<file path="src/rtl/uart_tx_arbiter_pkg.sv">
// Shared types and helpers for the UART transmit arbiter.
// State encodings, default byte width and a constant log2.
package uart_pkg;

    localparam int UART_DATA_W = 8;

    typedef enum logic [1:0] {
        ARB_IDLE = 2'd0,
        ARB_LOAD = 2'd1,
        ARB_WAIT = 2'd2
    } arb_state_t;

    function automatic int clog2(input int v);
        int r;
        r = 0;
        while ((1 << r) < v) r++;
        return r;
    endfunction

endpackage

</file>
<file path="src/rtl/uart_tx_arbiter_rr.sv">
// Combinational round-robin pick: search starts one past ptr.
// Rotates a doubled request vector so a plain priority encode suffices.
module rr_arbiter
    import uart_pkg::*;
#(
    parameter  int N  = 4,
    localparam int PW = clog2(N)
) (
    input  logic [N-1:0]  req,
    input  logic [PW-1:0] ptr,
    output logic [N-1:0]  gnt,
    output logic [PW-1:0] index,
    output logic          any
);

    logic [2*N-1:0] dbl;
    logic [N-1:0]   rot;
    logic           found;
    int             start;
    int             pos;

    always_comb begin
        start = (int'(ptr) >= N - 1) ? 0 : int'(ptr) + 1;
        dbl   = {req, req} >> start;
        rot   = dbl[N-1:0];
        gnt   = '0;
        index = '0;
        found = 1'b0;
        pos   = 0;
        for (int j = 0; j < N; j++) begin
            if (!found && rot[j]) begin
                found = 1'b1;
                pos   = (start + j) % N;
                index = PW'(pos);
                gnt   = N'(1) << pos;
            end
        end
        any = |req;
    end

endmodule

</file>
<file path="src/rtl/uart_tx_arbiter.sv">
// Round-robin sharing of one UART transmitter between N_REQ producers,
// with a TX_DONE watchdog that can abort a stuck frame.
module uart_tx_arbiter
    import uart_pkg::*;
#(
    parameter int N_REQ       = 4,
    parameter int DATA_W      = UART_DATA_W,
    parameter int TIMEOUT_CYC = 1048575
) (
    input  logic                    SCLK,
    input  logic                    SCLR,
    input  logic [N_REQ-1:0]        REQ,
    input  logic [N_REQ*DATA_W-1:0] REQ_DATA,
    output logic [N_REQ-1:0]        GNT,
    output logic                    TX_EN,
    output logic [DATA_W-1:0]       TX_DATA,
    input  logic                    TX_DONE,
    output logic                    BUSY,
    output logic                    TIMEOUT_ERR
);

    localparam int PW    = clog2(N_REQ);
    localparam int TW0   = clog2(TIMEOUT_CYC + 1);
    localparam int TW    = (TW0 < 1) ? 1 : TW0;
    localparam int TLIM  = (TIMEOUT_CYC == 0) ? 0 : TIMEOUT_CYC - 1;
    localparam bit TO_EN = (TIMEOUT_CYC != 0);

    arb_state_t       state;
    logic [PW-1:0]    ptr;
    logic [TW-1:0]    timer;
    logic [N_REQ-1:0] arb_gnt;
    logic [PW-1:0]    arb_idx;
    logic             arb_any;
    logic             expired;

    rr_arbiter #(.N(N_REQ)) u_rr (
        .req   (REQ),
        .ptr   (ptr),
        .gnt   (arb_gnt),
        .index (arb_idx),
        .any   (arb_any)
    );

    assign expired = TO_EN && (timer == TW'(TLIM));

    // Outputs are set on the edge that enters each state, so they are registered.
    always_ff @(posedge SCLK or posedge SCLR) begin
        if (SCLR) begin
            state       <= ARB_IDLE;
            ptr         <= PW'(N_REQ - 1);
            timer       <= '0;
            GNT         <= '0;
            TX_EN       <= 1'b0;
            TX_DATA     <= '0;
            BUSY        <= 1'b0;
            TIMEOUT_ERR <= 1'b0;
        end else begin
            GNT         <= '0;
            TX_EN       <= 1'b0;
            TIMEOUT_ERR <= 1'b0;
            unique case (state)
                ARB_IDLE: begin
                    if (arb_any) begin
                        state   <= ARB_LOAD;
                        TX_DATA <= REQ_DATA[arb_idx*DATA_W +: DATA_W];
                        GNT     <= arb_gnt;
                        TX_EN   <= 1'b1;
                        BUSY    <= 1'b1;
                        ptr     <= arb_idx;
                    end
                end
                ARB_LOAD: begin
                    state <= ARB_WAIT;
                    timer <= '0;
                end
                ARB_WAIT: begin
                    if (TX_DONE) begin
                        state <= ARB_IDLE;
                        BUSY  <= 1'b0;
                    end else if (expired) begin
                        state       <= ARB_IDLE;
                        BUSY        <= 1'b0;
                        TIMEOUT_ERR <= 1'b1;
                    end else if (timer != {TW{1'b1}}) begin
                        timer <= timer + TW'(1);
                    end
                end
                default: begin
                    state <= ARB_IDLE;
                    BUSY  <= 1'b0;
                end
            endcase
        end
    end

endmodule

</file>
<file path="config.mk">
export PLATFORM = sky130hd
export DESIGN_NAME = uart_tx_arbiter
export DESIGN_NICKNAME = d
export VERILOG_FILES = /design/src/rtl/uart_tx_arbiter_pkg.sv /design/src/rtl/uart_tx_arbiter_rr.sv /design/src/rtl/uart_tx_arbiter.sv
export SDC_FILE = /design/constraint.sdc
export NUM_CORES = 1
export LEC_CHECK = 0
export CORE_UTILIZATION = 45
export DETAILED_ROUTE_END_ITERATION = 10
export HOLD_SLACK_MARGIN = 0.15
export PLACE_DENSITY = 0.74
export RECOVER_POWER = 25
export SYNTH_ARGS = -nofsm -noshare
export SYNTH_HDL_FRONTEND = slang
export SYNTH_SLANG_ARGS = --single-unit
</file>
<file path="constraint.sdc">
create_clock -name SCLK -period 3.4 [get_ports SCLK]
set_input_delay 0.51 -clock SCLK [delete_from_list [all_inputs] [get_ports SCLK]]
set_output_delay 0.51 -clock SCLK [all_outputs]
set_load 0.03 [all_outputs]
</file>
* Word level (Yosys, flattened, before mapping)
Index checks and enable logic that the tools add are counted.
** Word-level totals
- Bits in registers :: 39
- Output and inout bits :: 15
- Input bits :: 39
- Logic and storage cells :: 82
** Cells by class
- Bitwise logic cells :: 5
- Order comparisons :: 1
- Multiplexer cells :: 31
- Reductions and logical operators :: 17
- Shift operators :: 6
- Add/sub/neg operators :: 5
- Equal/unequal tests :: 9
** Operators by type and width (count)
- $shl A1 B32 Y4 const A :: 4
- $add A32 B3 Y32 const B :: 2
- $mux W20 :: 3
- $pmux W20 S2 :: 1
- $add A32 B2 Y32 const B :: 1
- $mux W32 :: 1
- $shiftx A32 B6 Y8 :: 1
- $shr A8 B32 Y4 :: 1
- $mux W4 :: 6
- $add A20 B1 Y20 const B :: 1
- $eq A20 B20 Y1 const B :: 1
- $ne A20 B20 Y1 const B :: 1
- $mux W2 :: 7
- $mux W1 :: 11
- $ne A2 B2 Y1 const B :: 4
- $reduce_or A2 Y1 :: 4
- $pmux W2 S3 :: 1
- $and A1 B1 Y1 :: 4
- $reduce_and A2 Y1 :: 2
- $reduce_and A4 Y1 :: 1
- $reduce_or A4 Y1 :: 1
- $add A2 B1 Y3 const B :: 1
- $logic_and A1 B1 Y1 :: 3
- $logic_not A1 Y1 :: 3
- 9 further kinds :: 9

* Logic depth before layout (Yosys ltp)
Gate-level depths: netlist of the first run.
- Depth after elaboration :: 15
- Gate-level depth with buffers :: 12
- Depth with buffers taken out :: 8

* By module
Synthesis of the first run repeated with hierarchy kept, for this count alone.
** Unflattened totals
- Cell total of the unflattened synthesis :: 273
- Area, all modules :: 2700.1 µm²
** Modules (own cells, without submodules)
- uart_tx_arbiter :: times used 1, cells an instance 190, area each 2087.0 µm², seq. area each 978.4 µm²
- rr_arbiter :: times used 1, cells an instance 83, area each 613.1 µm², seq. area each 0.0 µm²

* Worst setup path after synthesis of the first run
Ideal clock, no wire load.
- Path type :: reg-to-reg
- Start :: register ptr[0]
- End :: register TX_DATA[0]
- Slack :: 0.618 ns
- Path buffers :: 4
- Stages on the path, launching flop included :: 13
- Arrival time :: 2.642 ns
- Clock period less this slack :: 2.782 ns
- Setup time :: 0.139 ns
- Data required time :: 3.261 ns
- Path through :: dfstp_2 > buf_2 > inv_1 > ha_1 > buf_6 > nor2b_4 > a221oi_2 > a21oi_2 > a221oi_2 > buf_6 > buf_12 > mux2i_1 > o221ai_1
** Between the ends
- Word-level cells in the longest chain between the ends :: 14
- Elaborated cells on any way between the ends :: 21
- Classes of those cells :: add/sub: 4; order compare: 1; shift: 2; mux: 8; reduce/logical: 6
** RTL lines
- start: declaration :: RTL line uart_tx_arbiter.sv:29 : logic [PW-1:0] ptr;
- start signal: assignment :: RTL line uart_tx_arbiter.sv:50 : ptr <= PW'(N_REQ - 1);
- start signal: assignment :: RTL line uart_tx_arbiter.sv:69 : ptr <= arb_idx;
- $add A2 B1 Y3 or $ge A2 B2 Y1 (tied branches) :: RTL line uart_tx_arbiter_rr.sv:23 : start = (int'(ptr) >= N - 1) ? 0 : int'(ptr) + 1;
- $mux W32 * :: RTL line uart_tx_arbiter_rr.sv:23
- parallel branches: the longest is 10 deep, another holds $add A32 B2 Y32
- $mux W2 * :: RTL line uart_tx_arbiter_rr.sv:31 : if (!found && rot[j]) begin
- $shiftx A32 B6 Y8 * :: RTL line uart_tx_arbiter.sv:65 : TX_DATA <= REQ_DATA[arb_idx*DATA_W +: DATA_W];
- end signal: assignment :: RTL line uart_tx_arbiter.sv:65
- end: declaration :: RTL line uart_tx_arbiter.sv:16 : output logic [DATA_W-1:0] TX_DATA,
Every way passes the cells marked *.
A chain may end at the register's enable or synchronous reset.

* Worst setup path after layout of the first run
Ends and elaborated chain as after synthesis.

==> run metrics, run 1 <==
CTS tree=done; Avg WL per Cell=~14 µm; Syn Nets=just over 300; pre-CTS WS=416 ps; I/O pin count=54; register area=approximately 980 µm²; simple-gate share of the synthesized area=0.212; vias in the first global route=1982; Synth Warn #=0; # DRC=0; Post-synth top cells=dfrtp_1 (37), nor2_1 (25), nand2_1 (24), mux2i_1 (18), xor2_1 (14); Synth async-reset ratio=1.00; core area=between 5000 and 6000 µm²; most frequent cell after synthesis=dfrtp_1; first-pass GRT wire length=between 9 and 10 mm; VDD IR max=596 µV; RePlAce Congestion=0.895; final worst slack=394 ps; Gate Count Post-Synth=approximately 260; Synth Area in Compound Gates=0.166; Lkg Pwr=around 0.0014 µW; via/cell ratio=about 5.5; cts bufs inserted=5; largest area contributor in the netlist=dfrtp_1; DRT antenna net count=0; Reg2Reg Setup Slack=~400 ps; RSZ-0062 raised after global routing=false; final wirelength=~5.4 mm; Power Dens Cells=about 760 nW/µm²; Final nets=between 300 and 400; fill cell count=about 470; CP max FO=18; Antenna Cells=0; Synth Area in Adders=0.0406; Setup CP Type=reg2reg; multiplexer share of the synthesized area=0.0776; Max Fclk=~0.33 GHz; Worst Hold End=TX_DATA[4]$_DFFE_PP0P_; post-cts sizing count=0; Hold Path Depth=2; failing checks=capacitance limit, slew limit; Initial Utilization=0.474; Root Buffer=clkbuf_8; post-synth top area share=0.375; Final Skew=~5.5 ps; Slew Viols, Final=40; Reg2Reg Launch Point=ptr[0]$_DFFE_PP1P_; status=complete, but fails checks; Setup Fix Bufs, Post-CTS=0; detailed-route via count=2072; min Tclk post-route=~3000 ps; grt ovf=0; Final Power=2360 µW; number of max-cap violations=1; post-DP HPWL=a little under 4 mm; total track usage=0.193; Worst Max-Slew Pin Slew=between 2000 and 2500 ps; Fin Setup TNS=0 ps; initial antenna violation count=0; syn_area_per_cell=9.56 µm²; Syn-to-layout area delta=26.1%; First DRT Iteration DRCs=around 140; total die area=5780 µm²; I/O Buffers=53; Mapped Area=between 2000 and 2500 µm²; largest family of logic cells by synthesized area=simple AND/OR/NAND/NOR gates; clk_lat worst skew=roughly 290 ps; CTS H-tree lvls=2; Hold Crit Class=reg2reg; worst endpoint data arrival time=~3200 ps; clock buffer depth=2; CP Capture Type=flop; Clock Sink Count=39; Multi-input gate area=about 1400 µm²; R2R cell count=9; largest net degree at the start of global routing=40; period utilization=0.884; die height=approximately 76 µm; Critical Path Start Type=flop; number of synthesized flops with an enable pin=0; fin area=slightly above 3000 µm²; hold_buf cts=0; Post-Synth XOR/XNOR Area=0.0603; DR pass1 iterations=4; relative slew slack=-0.429; Placement Cell Area=3030 µm²; Area contributors post-synth=dfrtp_1 (38%), mux2i_1 (7.3%), xor2_1 (5.0%); share of layout cells above drive strength 1=0.0968; count of different cell masters after synthesis=48; HP Start=TX_DATA[4]$_DFFE_PP0P_; final setup vio count=0; Worst-path clk slew=roughly 80 ps; Row Count=26; CP required=3550 ps; die width=76.0 µm; r2r endpoint=TX_DATA[0]$_DFFE_PP0P_; top_reg_cell synth=dfrtp_1; final hold vios=0; sequential element share of the synthesized area=0.397; number of synthesized register bits=39
## layer usage
metal	track usage	wire (µm)	vias to the layer above
met1	0.252	2520	967
met5	0	0	-
met4	0.0442	12	0
met2	0.315	2530	69
met3	0.0611	360	2
li1	-	-	1034
## state kept, by name (all words and copies together) (netlist names)
name,flops
TX_DATA,8
state,2
timer,20
TX_EN,1
TIMEOUT_ERR,1
GNT,4
ptr,2
BUSY,1
## report_power, final
group	leakage [µW]	internal [µW]	switching, µW
Sequential	0.000514	587	111
Combinational	0.000803	592	761
Clock	0.0000412	143	163
## how the worst max path moves through the flow
stage	startpoint	to	slack [ps]	cells past startpoint
detailed placement	ptr[0]$_DFFE_PP1P_	TX_DATA[5]$_DFFE_PP0P_	420	9
global placement	ptr[0]$_DFFE_PP1P_	TX_DATA[6]$_DFFE_PP0P_	520	9
finish	ptr[0]$_DFFE_PP1P_	TX_DATA[0]$_DFFE_PP0P_	390	9
global route	ptr[0]$_DFFE_PP1P_	TX_DATA[0]$_DFFE_PP0P_	180	9
CTS	ptr[0]$_DFFE_PP1P_	TX_DATA[0]$_DFFE_PP0P_	400	9
floorplan	ptr[0]$_DFFE_PP1P_	TX_DATA[0]$_DFFE_PP0P_	620	12
## worst max-delay path: stages, from the launching register on
cell and delay, ps:
dfstp_2 720, inv_1 140, ha_1 450, nor2b_4 200, a221oi_2 290, a21oi_2 110, a221oi_2 270, buf_4 320
mux2i_1 230, o221ai_1 140
## placed cells by master (no fill, tap or decap), drive strengths merged, types with 10 or more instances in the layout
| master | Yosys | final |
|---|---|---|
| dfrtp | 37 | 37 |
| a21oi | 15 | 15 |
| nor2 | 25 | 25 |
| xor2 | 14 | 14 |
| clkdlybuf4s50 | 0 | 52 |
| o21ai | 10 | 10 |
| mux2i | 18 | 18 |
| nand2 | 24 | 24 |
## kinds of logic (layout without fill, tap and decap cells)
| kind of cell | count (synthesis) | in the layout |
|---|---|---|
| multiplexers | 19 | 19 |
| adder cells (fa/ha/maj) | 8 | 8 |
| AO/OA/AOI/OAI | 55 | 55 |
| buffers and inverters | 21 | 73 |
| XOR/XNOR | 17 | 17 |
| AND/OR/NAND/NOR | 99 | 99 |
| flip-flops | 39 | 39 |
## layout make-up
class,count,area share
timing repair buffer,57,0.179
clock inverter,2,0.00402
multi-input combinational,198,0.441
clock buffer,6,0.0233
inverter,8,0.00965
sequential,39,0.314
tap,70,0.0281
## stage by stage
step	utilization	cells	hold slack, ps
after global routing	0.598	380	521
after global placement	0.582	372	471
final	0.598	380	490
after detailed placement	0.582	372	478
after CTS	0.599	380	493
after floorplan	-	258	485
Note: power is estimated with default switching activity, not from simulation.
==> run 2: changes to the inputs <==
Settings changed: CORE_UTILIZATION 45 to 51, CTS_BUF_LIST set to sky130_fd_sc_hd__clkbuf_4 sky130_fd_sc_hd__clkbuf_8 sky130_fd_sc_hd__clkbuf_16, PLACE_DENSITY 0.74 to 0.82.
==> run 2 against run 1 <==
  * The flow now finishes without violations
  * Sequential share of layout area is 0.19 points higher
  * Final area is 0.60% lower
  * Via count is 2.8% higher
  * Clock power is 2% higher
  * Final cell count is 4.7% lower
  * Global-route usage is 3.4 points higher
  * First-iteration DRC count is 25% higher
  * Non-clock buffer count stayed put
  * Fmax is 1.7% lower
  * Wire length is 0.87% lower
  * Die area is 11% lower
  * Critical path type unchanged
  * Largest cell class unchanged
  * Highest routed layer unchanged
==> run metrics, run 2 (synthesis results as in run 1) <==
RSZ-0062 raised after global routing=false; largest net degree at the start of global routing=29 (-28%); Slew Viols, Final=0 (-100%); Worst Setup SP=ptr[0]$_DFFE_PP1P_; hold_buf cts=0 (unchanged); RePlAce Congestion=0.881 (-1.5%); via/cell ratio=5.89 (+8.0%); Antenna Cells=0 (unchanged); Top Registers=timer (20), TX_DATA (8), GNT (4); worst endpoint data arrival time=3210 ps (+50 ps); max reg flops=20 (unchanged); First DRT Iteration DRCs=170 (+25%); Row Count=24 (-7.7%); CP dominant cell by count=a221oi_2; clk_lat worst skew=290 ps (about the same); most common cell after layout, fill and taps aside=clkdlybuf4s50_1; post-DP HPWL=3.91 mm (+1.0%); Final Skew=9.12 ps (+3.61 ps); min Tclk post-route=3060 ps (+52.0 ps); Reg2Reg Setup Slack=340 ps (-50 ps); worst path cell trace=inv_1 -> ha_1 -> nor2_1 -> a221oi_2 -> a21oi_2 -> a221oi_2 -> buf_4 -> mux2i_1 -> o221ai_1; period utilization=0.899 (+0.0153); status=finished, final reports clean; Fin Setup TNS=0 ps (unchanged); Lkg Pwr=0.00136 µW (+0.25%); I/O Buffers=53 (unchanged); r2r endpoint=TX_DATA[0]$_DFFE_PP0P_; Hold Path Depth=2 (unchanged); initial antenna violation count=0 (unchanged); Root Buffer=clkbuf_8; total die area=5120 µm² (-11%); Setup Fix Bufs, Post-CTS=0 (unchanged); CTS H-tree lvls=2 (unchanged); cts bufs inserted=5 (unchanged); Hold Crit Class=reg2reg; Placement Cell Area=3010 µm² (-0.74%); DR pass1 iterations=5 (+1); DRT antenna net count=0 (unchanged); relative slew slack=0.198 (+0.627); R2R cell count=9 (unchanged); first-pass GRT wire length=9.23 mm (+1.8%); Top Family by Delay on Critical Path=compound AO/OA/AOI/OAI gates; worst setup path end=TX_DATA[0]$_DFFE_PP0P_; post-cts sizing count=0 (unchanged); total track usage=0.228 (+0.0344); detailed-route via count=2131 (+2.8%); Clock Sink Count=39 (unchanged); vias in the first global route=1973 (-0.45%); Fin Hold WS=494 ps (+3.88 ps); clock buffer depth=2 (unchanged); CP max FO=18 (unchanged); Worst-path clk slew=80 ps (about the same); fill cell count=360 (-23%); Slowest-stage cell, CP=dfstp_2; critical path depth in cells=9 (unchanged); CP Capture Type=flop; final setup vio count=0 (unchanged); register area=978 µm² (unchanged); Max Fclk=0.327 GHz (-1.7%); core area=4500 µm² (-13%); Reg2Reg Launch Point=ptr[0]$_DFFE_PP1P_; die width=71.6 µm (-5.9%); Bufs and invs on worst path=2 (unchanged); # DRC=0 (unchanged); final hold vios=0 (unchanged); Avg WL per Cell=14.9 µm (+4.1%); share of layout cells above drive strength 1=0.100 (+0.00323); max incr delay on CP=720 ps (about the same); Initial Utilization=0.548 (+0.0737); VDD IR max=522 µV (-13%); number of max-cap violations=0 (-1); CP required=3560 ps (about the same); I/O pin count=54 (unchanged); grt ovf=0 (unchanged); Syn-to-layout area delta=25.4%; Final nets=356 (unchanged); most frequent cells in the layout=clkdlybuf4s50_1 (52), dfrtp_1 (37), nor2_1 (25); Multi-input gate area=1370 µm² (unchanged); CTS tree=done; Critical Path Start Type=flop; Worst Max-Slew Pin Slew=1200 ps (-940 ps); fin area=3090 µm² (-0.60%); Biggest register=timer; Setup CP Type=reg2reg; final wirelength=5.38 mm (-0.87%); Power Dens Cells=768 nW/µm² (+1.4%); die height=71.6 µm (-5.9%)
==> run 2: cell counts in the layout (fill, tap and decap cells not counted) <==
Identical to the previous run, type by type.
==> run 2: worst min path at each step <==
stage | start | endpoint
2_1_floorplan | ptr[1]$_DFFE_PP1P_ | ptr[1]$_DFFE_PP1P_
3_3_place_gp | TX_DATA[7]$_DFFE_PP0P_ | TX_DATA[7]$_DFFE_PP0P_
3_5_place_dp | TX_DATA[7]$_DFFE_PP0P_ | TX_DATA[7]$_DFFE_PP0P_
4_1_cts | TX_DATA[7]$_DFFE_PP0P_ | TX_DATA[7]$_DFFE_PP0P_
5_1_grt | TX_DATA[6]$_DFFE_PP0P_ | TX_DATA[6]$_DFFE_PP0P_
6_report | TX_DATA[7]$_DFFE_PP0P_ | TX_DATA[7]$_DFFE_PP0P_
==> run 2: final cells by class <==
type / instances / share of cell area
multi-input cells: 198 / 0.444
inverters: 8 / 0.00971
repair buffers: 57 / 0.180
clock inverters: 2 / 0.00405
well taps: 52 / 0.0210
flip-flops and latches: 39 / 0.316
clock buffers: 6 / 0.0247
==> run 2: worst reg2reg max path: stages (launching register included) <==
cell and delay, ps:
dfstp_2 720, inv_1 150, ha_1 490, nor2_1 190
a221oi_2 270, a21oi_2 110, a221oi_2 280, buf_4 320
mux2i_1 260, o221ai_1 140
==> run 2: per-layer routing <==
layer / part of all wire / vias to the layer above / global-route usage / routed length [µm]
met5: 0 / - / 0 / 0
met4: 0.0067 / 0 / 0.0588 / 36
met3: 0.075 / 4 / 0.0675 / 404
met2: 0.47 / 80 / 0.359 / 2510
met1: 0.45 / 1015 / 0.310 / 2430
li1: - / 1032 / - / -
==> run 2: metrics by stage <==
stage           util  setup WS [ps]  total power, µW  instances
2_1_floorplan      -            618             1750        258
3_3_place_gp   0.668            531             2010        354
3_5_place_dp   0.668            372             2060        354
4_1_cts        0.688            364             2380        362
5_1_grt        0.687            145             2540        362
6_report       0.687            342             2380        362
==> run 2: report_power, final <==
group,internal [µW],total (µW),switching [µW]
clock,151,313,162
combinational,592,1370,774
sequential,587,697,109
